===== src/rtl/bcd_stopwatch_core.sv =====
// bcd_stopwatch_core
//
// BCD stopwatch / countdown timer core. A prescaler divides CLK down to a count
// tick; on each tick the BCD count steps up or down depending on the mode
// latched when the run was started. A lap register can freeze the displayed
// value while the live count keeps running.
//
// Parameters
//   DIGITS     number of BCD digits (2..8)
//   PRESCALE   CLK cycles per count step (>= 2)
//   WRAP       1: up-count wraps from all-9s to 0; 0: saturates and stops
//
// Ports
//   CLK        clock, rising edge
//   RST        synchronous active-high reset
//   start      begin counting (mode sampled here), ignored unless STOPPED
//   stop       halt counting, prescaler phase discarded
//   clear      zero count, drop lap hold, go STOPPED
//   lap        capture count into lap register / release lap hold
//   load       preset count from load_value (not while RUNNING)
//   mode       0 = count up, 1 = count down
//   load_value BCD preset, digits above 9 clamp to 9
//   count      live BCD count
//   display    lap value while lap_hold, else count
//   running    high while RUNNING
//   lap_hold   high while display shows the lap register
//   tick       one-cycle pulse with the first cycle of each stepped count
//   done       one-cycle pulse when a down-count reaches zero
//   overflow   one-cycle pulse on an up-step from all-9s
module bcd_stopwatch_core #(
    parameter int unsigned DIGITS   = 4,
    parameter int unsigned PRESCALE = 120000,
    parameter bit          WRAP     = 1'b1
) (
    input  logic                  CLK,
    input  logic                  RST,
    input  logic                  start,
    input  logic                  stop,
    input  logic                  clear,
    input  logic                  lap,
    input  logic                  load,
    input  logic                  mode,
    input  logic [4*DIGITS-1:0]   load_value,
    output logic [4*DIGITS-1:0]   count,
    output logic [4*DIGITS-1:0]   display,
    output logic                  running,
    output logic                  lap_hold,
    output logic                  tick,
    output logic                  done,
    output logic                  overflow
);

    localparam int unsigned W  = 4 * DIGITS;
    localparam int unsigned PW = $clog2(PRESCALE);
    localparam logic [PW-1:0] PresLast = PW'(PRESCALE - 1);

    typedef enum logic [1:0] {
        StStopped = 2'd0,
        StRunning = 2'd1,
        StExpired = 2'd2
    } state_e;

    // ------------------------------------------------------------------
    // BCD helpers
    // ------------------------------------------------------------------

    // Add one with per-digit decimal carry; all-9s rolls over to all-0s.
    function automatic logic [W-1:0] bcd_inc(input logic [W-1:0] v);
        logic [W-1:0] r;
        logic         carry;
        r     = v;
        carry = 1'b1;
        for (int unsigned i = 0; i < DIGITS; i++) begin
            if (carry) begin
                if (v[4*i +: 4] == 4'd9) begin
                    r[4*i +: 4] = 4'd0;
                end else begin
                    r[4*i +: 4] = v[4*i +: 4] + 4'd1;
                    carry       = 1'b0;
                end
            end
        end
        return r;
    endfunction

    // Subtract one with per-digit decimal borrow.
    function automatic logic [W-1:0] bcd_dec(input logic [W-1:0] v);
        logic [W-1:0] r;
        logic         borrow;
        r      = v;
        borrow = 1'b1;
        for (int unsigned i = 0; i < DIGITS; i++) begin
            if (borrow) begin
                if (v[4*i +: 4] == 4'd0) begin
                    r[4*i +: 4] = 4'd9;
                end else begin
                    r[4*i +: 4] = v[4*i +: 4] - 4'd1;
                    borrow      = 1'b0;
                end
            end
        end
        return r;
    endfunction

    // Force any non-decimal nibble (A..F) to 9 so the count stays legal BCD.
    function automatic logic [W-1:0] bcd_clamp(input logic [W-1:0] v);
        logic [W-1:0] r;
        r = v;
        for (int unsigned i = 0; i < DIGITS; i++) begin
            if (v[4*i +: 4] > 4'd9) begin
                r[4*i +: 4] = 4'd9;
            end
        end
        return r;
    endfunction

    function automatic logic bcd_all_nines(input logic [W-1:0] v);
        logic r;
        r = 1'b1;
        for (int unsigned i = 0; i < DIGITS; i++) begin
            if (v[4*i +: 4] != 4'd9) begin
                r = 1'b0;
            end
        end
        return r;
    endfunction

    // ------------------------------------------------------------------
    // State
    // ------------------------------------------------------------------

    state_e          state_q, state_d;
    logic [W-1:0]    count_q, count_d;
    logic [W-1:0]    lap_q, lap_d;
    logic            lap_hold_q, lap_hold_d;
    logic [PW-1:0]   presc_q, presc_d;
    logic            mode_q, mode_d;
    logic            running_q, running_d;
    logic            tick_q, tick_d;
    logic            done_q, done_d;
    logic            overflow_q, overflow_d;

    logic [W-1:0]    count_inc;
    logic [W-1:0]    count_dec;
    logic [W-1:0]    load_clamped;
    logic            count_zero;
    logic            count_nines;
    logic            is_running;

    assign count_inc    = bcd_inc(count_q);
    assign count_dec    = bcd_dec(count_q);
    assign load_clamped = bcd_clamp(load_value);
    assign count_zero   = (count_q == '0);
    assign count_nines  = bcd_all_nines(count_q);
    assign is_running   = (state_q == StRunning);

    // ------------------------------------------------------------------
    // Next-state logic
    // ------------------------------------------------------------------
    always_comb begin
        state_d    = state_q;
        count_d    = count_q;
        lap_d      = lap_q;
        lap_hold_d = lap_hold_q;
        presc_d    = presc_q;
        mode_d     = mode_q;
        tick_d     = 1'b0;
        done_d     = 1'b0;
        overflow_d = 1'b0;

        // Lap toggles independently of the command chain; it sees the
        // pre-step count, so a coincident step does not leak into the capture.
        if (lap) begin
            if (lap_hold_q) begin
                lap_hold_d = 1'b0;
            end else if (is_running) begin
                lap_d      = count_q;
                lap_hold_d = 1'b1;
            end
        end

        // Commands in priority order; an ignored command falls through so
        // lower-priority commands and the running step still apply.
        if (clear) begin
            count_d    = '0;
            lap_hold_d = 1'b0;
            presc_d    = '0;
            state_d    = StStopped;
        end else if (load && !is_running) begin
            count_d = load_clamped;
            presc_d = '0;
            state_d = StStopped;
        end else if (stop && is_running) begin
            presc_d = '0;
            state_d = StStopped;
        end else if (start && !stop && (state_q == StStopped) && !(mode && count_zero)) begin
            mode_d  = mode;
            presc_d = '0;
            state_d = StRunning;
        end else if (is_running) begin
            if (presc_q == PresLast) begin
                presc_d = '0;
                tick_d  = 1'b1;
                if (!mode_q) begin
                    if (count_nines) begin
                        overflow_d = 1'b1;
                        if (WRAP) begin
                            count_d = '0;
                        end else begin
                            state_d = StStopped;
                        end
                    end else begin
                        count_d = count_inc;
                    end
                end else begin
                    count_d = count_dec;
                    if (count_dec == '0) begin
                        done_d  = 1'b1;
                        state_d = StExpired;
                    end
                end
            end else begin
                presc_d = presc_q + 1'b1;
            end
        end

        running_d = (state_d == StRunning);
    end

    // ------------------------------------------------------------------
    // Registers
    // ------------------------------------------------------------------
    always_ff @(posedge CLK) begin
        if (RST) begin
            state_q    <= StStopped;
            count_q    <= '0;
            lap_q      <= '0;
            lap_hold_q <= 1'b0;
            presc_q    <= '0;
            mode_q     <= 1'b0;
            running_q  <= 1'b0;
            tick_q     <= 1'b0;
            done_q     <= 1'b0;
            overflow_q <= 1'b0;
        end else begin
            state_q    <= state_d;
            count_q    <= count_d;
            lap_q      <= lap_d;
            lap_hold_q <= lap_hold_d;
            presc_q    <= presc_d;
            mode_q     <= mode_d;
            running_q  <= running_d;
            tick_q     <= tick_d;
            done_q     <= done_d;
            overflow_q <= overflow_d;
        end
    end

    assign count    = count_q;
    assign display  = lap_hold_q ? lap_q : count_q;
    assign running  = running_q;
    assign lap_hold = lap_hold_q;
    assign tick     = tick_q;
    assign done     = done_q;
    assign overflow = overflow_q;

endmodule


===== config.mk =====
export PLATFORM = sky130hd
export DESIGN_NAME = bcd_stopwatch_core
export DESIGN_NICKNAME = d
export VERILOG_FILES = /design/src/rtl/bcd_stopwatch_core.sv
export SDC_FILE = /design/constraint.sdc
export NUM_CORES = 1
export LEC_CHECK = 0
export BUFFER_PORTS_ARGS = -buffer_cell sky130_fd_sc_hd__clkbuf_2
export CAP_MARGIN = 20
export CORE_ASPECT_RATIO = 1.4
export CORE_MARGIN = 3
export CORE_UTILIZATION = 30
export DETAILED_ROUTE_END_ITERATION = 6
export PLACE_DENSITY = 0.49
export SLEW_MARGIN = 20
export SYNTH_ARGS = -nofsm -noshare
export SYNTH_HDL_FRONTEND = slang
export SYNTH_SLANG_ARGS = --single-unit

===== constraint.sdc =====
create_clock -name CLK -period 2.15 [get_ports CLK]
set_input_delay 0.215 -clock CLK [delete_from_list [all_inputs] [get_ports CLK]]
set_output_delay 0.215 -clock CLK [all_outputs]
set_load 0.1 [all_outputs]

==> results.cfg <==
[grt]
grt_util_all_layers_pct = 18.1
grt_max_degree = 24
antenna_found_initial = 0
grt_pass1_wl_microns = 19100
grt_pass1_vias = 3669
grt_overflow = 0

[drt]
ant_nets = 0
wire_per_inst_microns = 17.0
via_count = 3721
vias_per_cell = 5.37
first_iter_violations = 256
drt-pass1-iter-count = 6
drc = 0
routed_wl_microns = 11800

[sta]
setup_tns_ns = 0
grt_setup_unrepaired = false
drv_slew = 0
fmax_mhz = 484
tightest_slew_ns = 0.942
worst_slack_ns = 0.0835
clock_skew_ns = 0.00829
finalCriticalPeriod_ns = 2.07
finalHoldViolCount = 0
slew_headroom_pct = 37.0
timing.final.crit_share_pct = 96.1
setup_viol = 0

[logic_synthesis]
synthTopCellsByCount = nand2_1, dfxtp_1, nor2_1
synthesis.nets = 492
synth-main-ff-cell = dfxtp_1
yosysMostFrequentCell = nand2_1
synthTopCellsByArea = dfxtp_1, nand2_1, o21ai_0
synth-edff-count = 0
synth_cells = 467
synth_area_sq_um = 3560
syn_area_per_cell_sq_um = 7.63
ys_types = 70
synth_largest_area_cell = dfxtp_1
netlist.area_leader.share_pct = 32.0
synthArstFlopShare_pct = 0
ys_seq_area_share_pct = 32.0
yosys_warnings = 0
ys_seq_elements = 57

[worst_setup_path]
reg2reg_depth = 7
startpoint_type = register
critPathBufInv = 1
crit_end = count[6]$_SDFFE_PP0P_
path_delay_family = compound AO/OA/AOI/OAI gates
cp.depth = 7
startpoint = presc_q[0]$_SDFFE_PP0P_
crit_required_ns = 2.36
path_class = reg -> reg
cp_max_fo = 6
cp_slowest_cell = or3_4
slowest_delay_ns = 0.44
cp-end-kind = register
worstReg2RegEnd = count[6]$_SDFFE_PP0P_
rrSetupSlack_ns = 0.08
critical_path_arrival_ns = 2.28
r2r_start = presc_q[0]$_SDFFE_PP0P_
crit_chain = ha_1, nand4b_1, or3_4, clkbuf_2, o31ai_2, a21oi_1, a31o_1

[clock_network]
clock_sinks = 57
ctsLongestPathBuffers = 2
cts_root_buf = clkbuf_16
htreeDepth = 3
clk_pin_slew_worst_paths_ns = 0.05
cts_buffers = 9
cts_tree = done
insertion_delay_ns = 0.33
cts_hold_buf = 0

[placed_design]
placedInstanceArea_sq_um = 4230
finalWeightedCongestion = 0.902
place_ws_ns = 0.116
dp_hpwl_microns = 8930
portBuffers = 60

[layout]
drive_above_1_share_pct = 29.9
fillers = 1214
fin_area_sq_um = 4560
synthToLayoutAreaGrowth_pct = 28.0
finish.net_count = 570
n_antenna_cell = 0

[power]
power_density_nw_per_um2 = 668
power.leakage_nw = 1.73
ir_drop_uv = 370

[floorplanning]
core_sq_um = 11500
rows = 46
dieWidth_microns = 98.1
start_util_pct = 31.1
dieArea_sq_um = 13200
chipHeight_microns = 135
io_pins = 61

[hold_path]
hp-class = in -> reg

[flow_run]
drv_cap = 0

[status]
outcome = finished clean
tightest hold or removal path: cells and delay by family:
| family | cells | cell delay [ns] |
|---|---|---|
| AOI/OAI and AO/OA | 1 | 0.06 |
| buffers and inverters | 1 | 0.09 |
| and+or+nand+nor | 1 | 0.09 |
flip-flops by register name, indices dropped and copies added, names as in the netlist:
register / cells
presc_q: 17
count: 16
lap_q: 16
state_q: 2
done: 1
lap_hold: 1
mode_q: 1
overflow: 1
running: 1
tick: 1
worst min path at each step:
stage,to,depth (start not counted),slack [ns],from
after floorplan,mode_q$_SDFFE_PP0P_,2,0.37,mode
after global placement,lap_q[8]$_SDFFE_PP0P_,2,0.44,lap_q[8]$_SDFFE_PP0P_
after detailed placement,lap_q[6]$_SDFFE_PP0P_,2,0.45,lap_q[6]$_SDFFE_PP0P_
after CTS,lap_hold$_SDFFE_PP0P_,3,0.16,lap
after global routing,lap_hold$_SDFFE_PP0P_,3,0.19,lap
final,lap_hold$_SDFFE_PP0P_,3,0.17,lap
layer usage:
metal  up-vias  global-route usage [%]  share of wire [%]
li1       1843                       -                  -
met1      1751                    21.2                 41
met2       107                    32.5                 53
met3        20                    3.46                4.5
met4         0                    6.54                2.0
met5         -                       0                  0
report_power, final:
group	internal, mW	switching, mW	total [mW]
clock network	0.948	0.485	1.43
registers	1.07	0.0276	1.10
logic	0.142	0.369	0.511
total	2.16	0.882	3.05
what timing repair did:
action | CTS | global route
endpoints found under the setup margin | 0 | 1
buffers inserted | 0 | 4
gates resized for setup | 0 | 1
placed cells by master (no fill, tap or decap), types with 4 or more instances in the layout:
master      n
dfxtp_2    15
nand2_1    64
clkbuf_16   9
inv_1       8
a31oi_1     6
mux2_2     15
a21oi_1    37
nor2b_1     7
nand3_1    20
xor2_1     10
nand4_1     9
xnor2_1    13
clkbuf_2   61
nor2_1     41
nor3_1     12
o21a_1      4
nand2b_1    7
and3_1      6
nor4bb_1    5
buf_4      39
nor4_1      6
o21ai_0    35
dfxtp_1    42
final cells by class:
| cell class | instances | area, sq um | area share, % |
|---|---|---|---|
| multi-input cells | 367 | 2270 | 49.8 |
| clock buffers | 12 | 256 | 5.63 |
| well taps | 144 | 180 | 3.95 |
| inverters | 9 | 33.8 | 0.741 |
| flip-flops and latches | 57 | 1160 | 25.4 |
| repair buffers | 101 | 618 | 13.6 |
| clock inverters | 3 | 40.0 | 0.878 |
per-stage QoR:
stage,cells,hold slack (ns),utilization [%],total power [mW]
detailed placement,674,0.447,37.0,1.63
floorplan,467,0.371,-,1.49
finish,693,0.171,39.8,3.05
CTS,689,0.157,39.6,3.08
global route,693,0.193,39.8,3.16
global placement,674,0.438,37.0,1.63
cells by family (layout without fill, tap and decap cells):
group,Yosys count,after routing,synth area share [%]
simple gates,206,206,30.6
compound gates,119,119,20.8
flops,57,57,32.0
buf+inv,43,125,4.95
xor+xnor,23,23,5.66
mux,18,18,5.59
fa+ha+maj,1,1,0.351
Note: power is estimated with default switching activity, not from simulation.
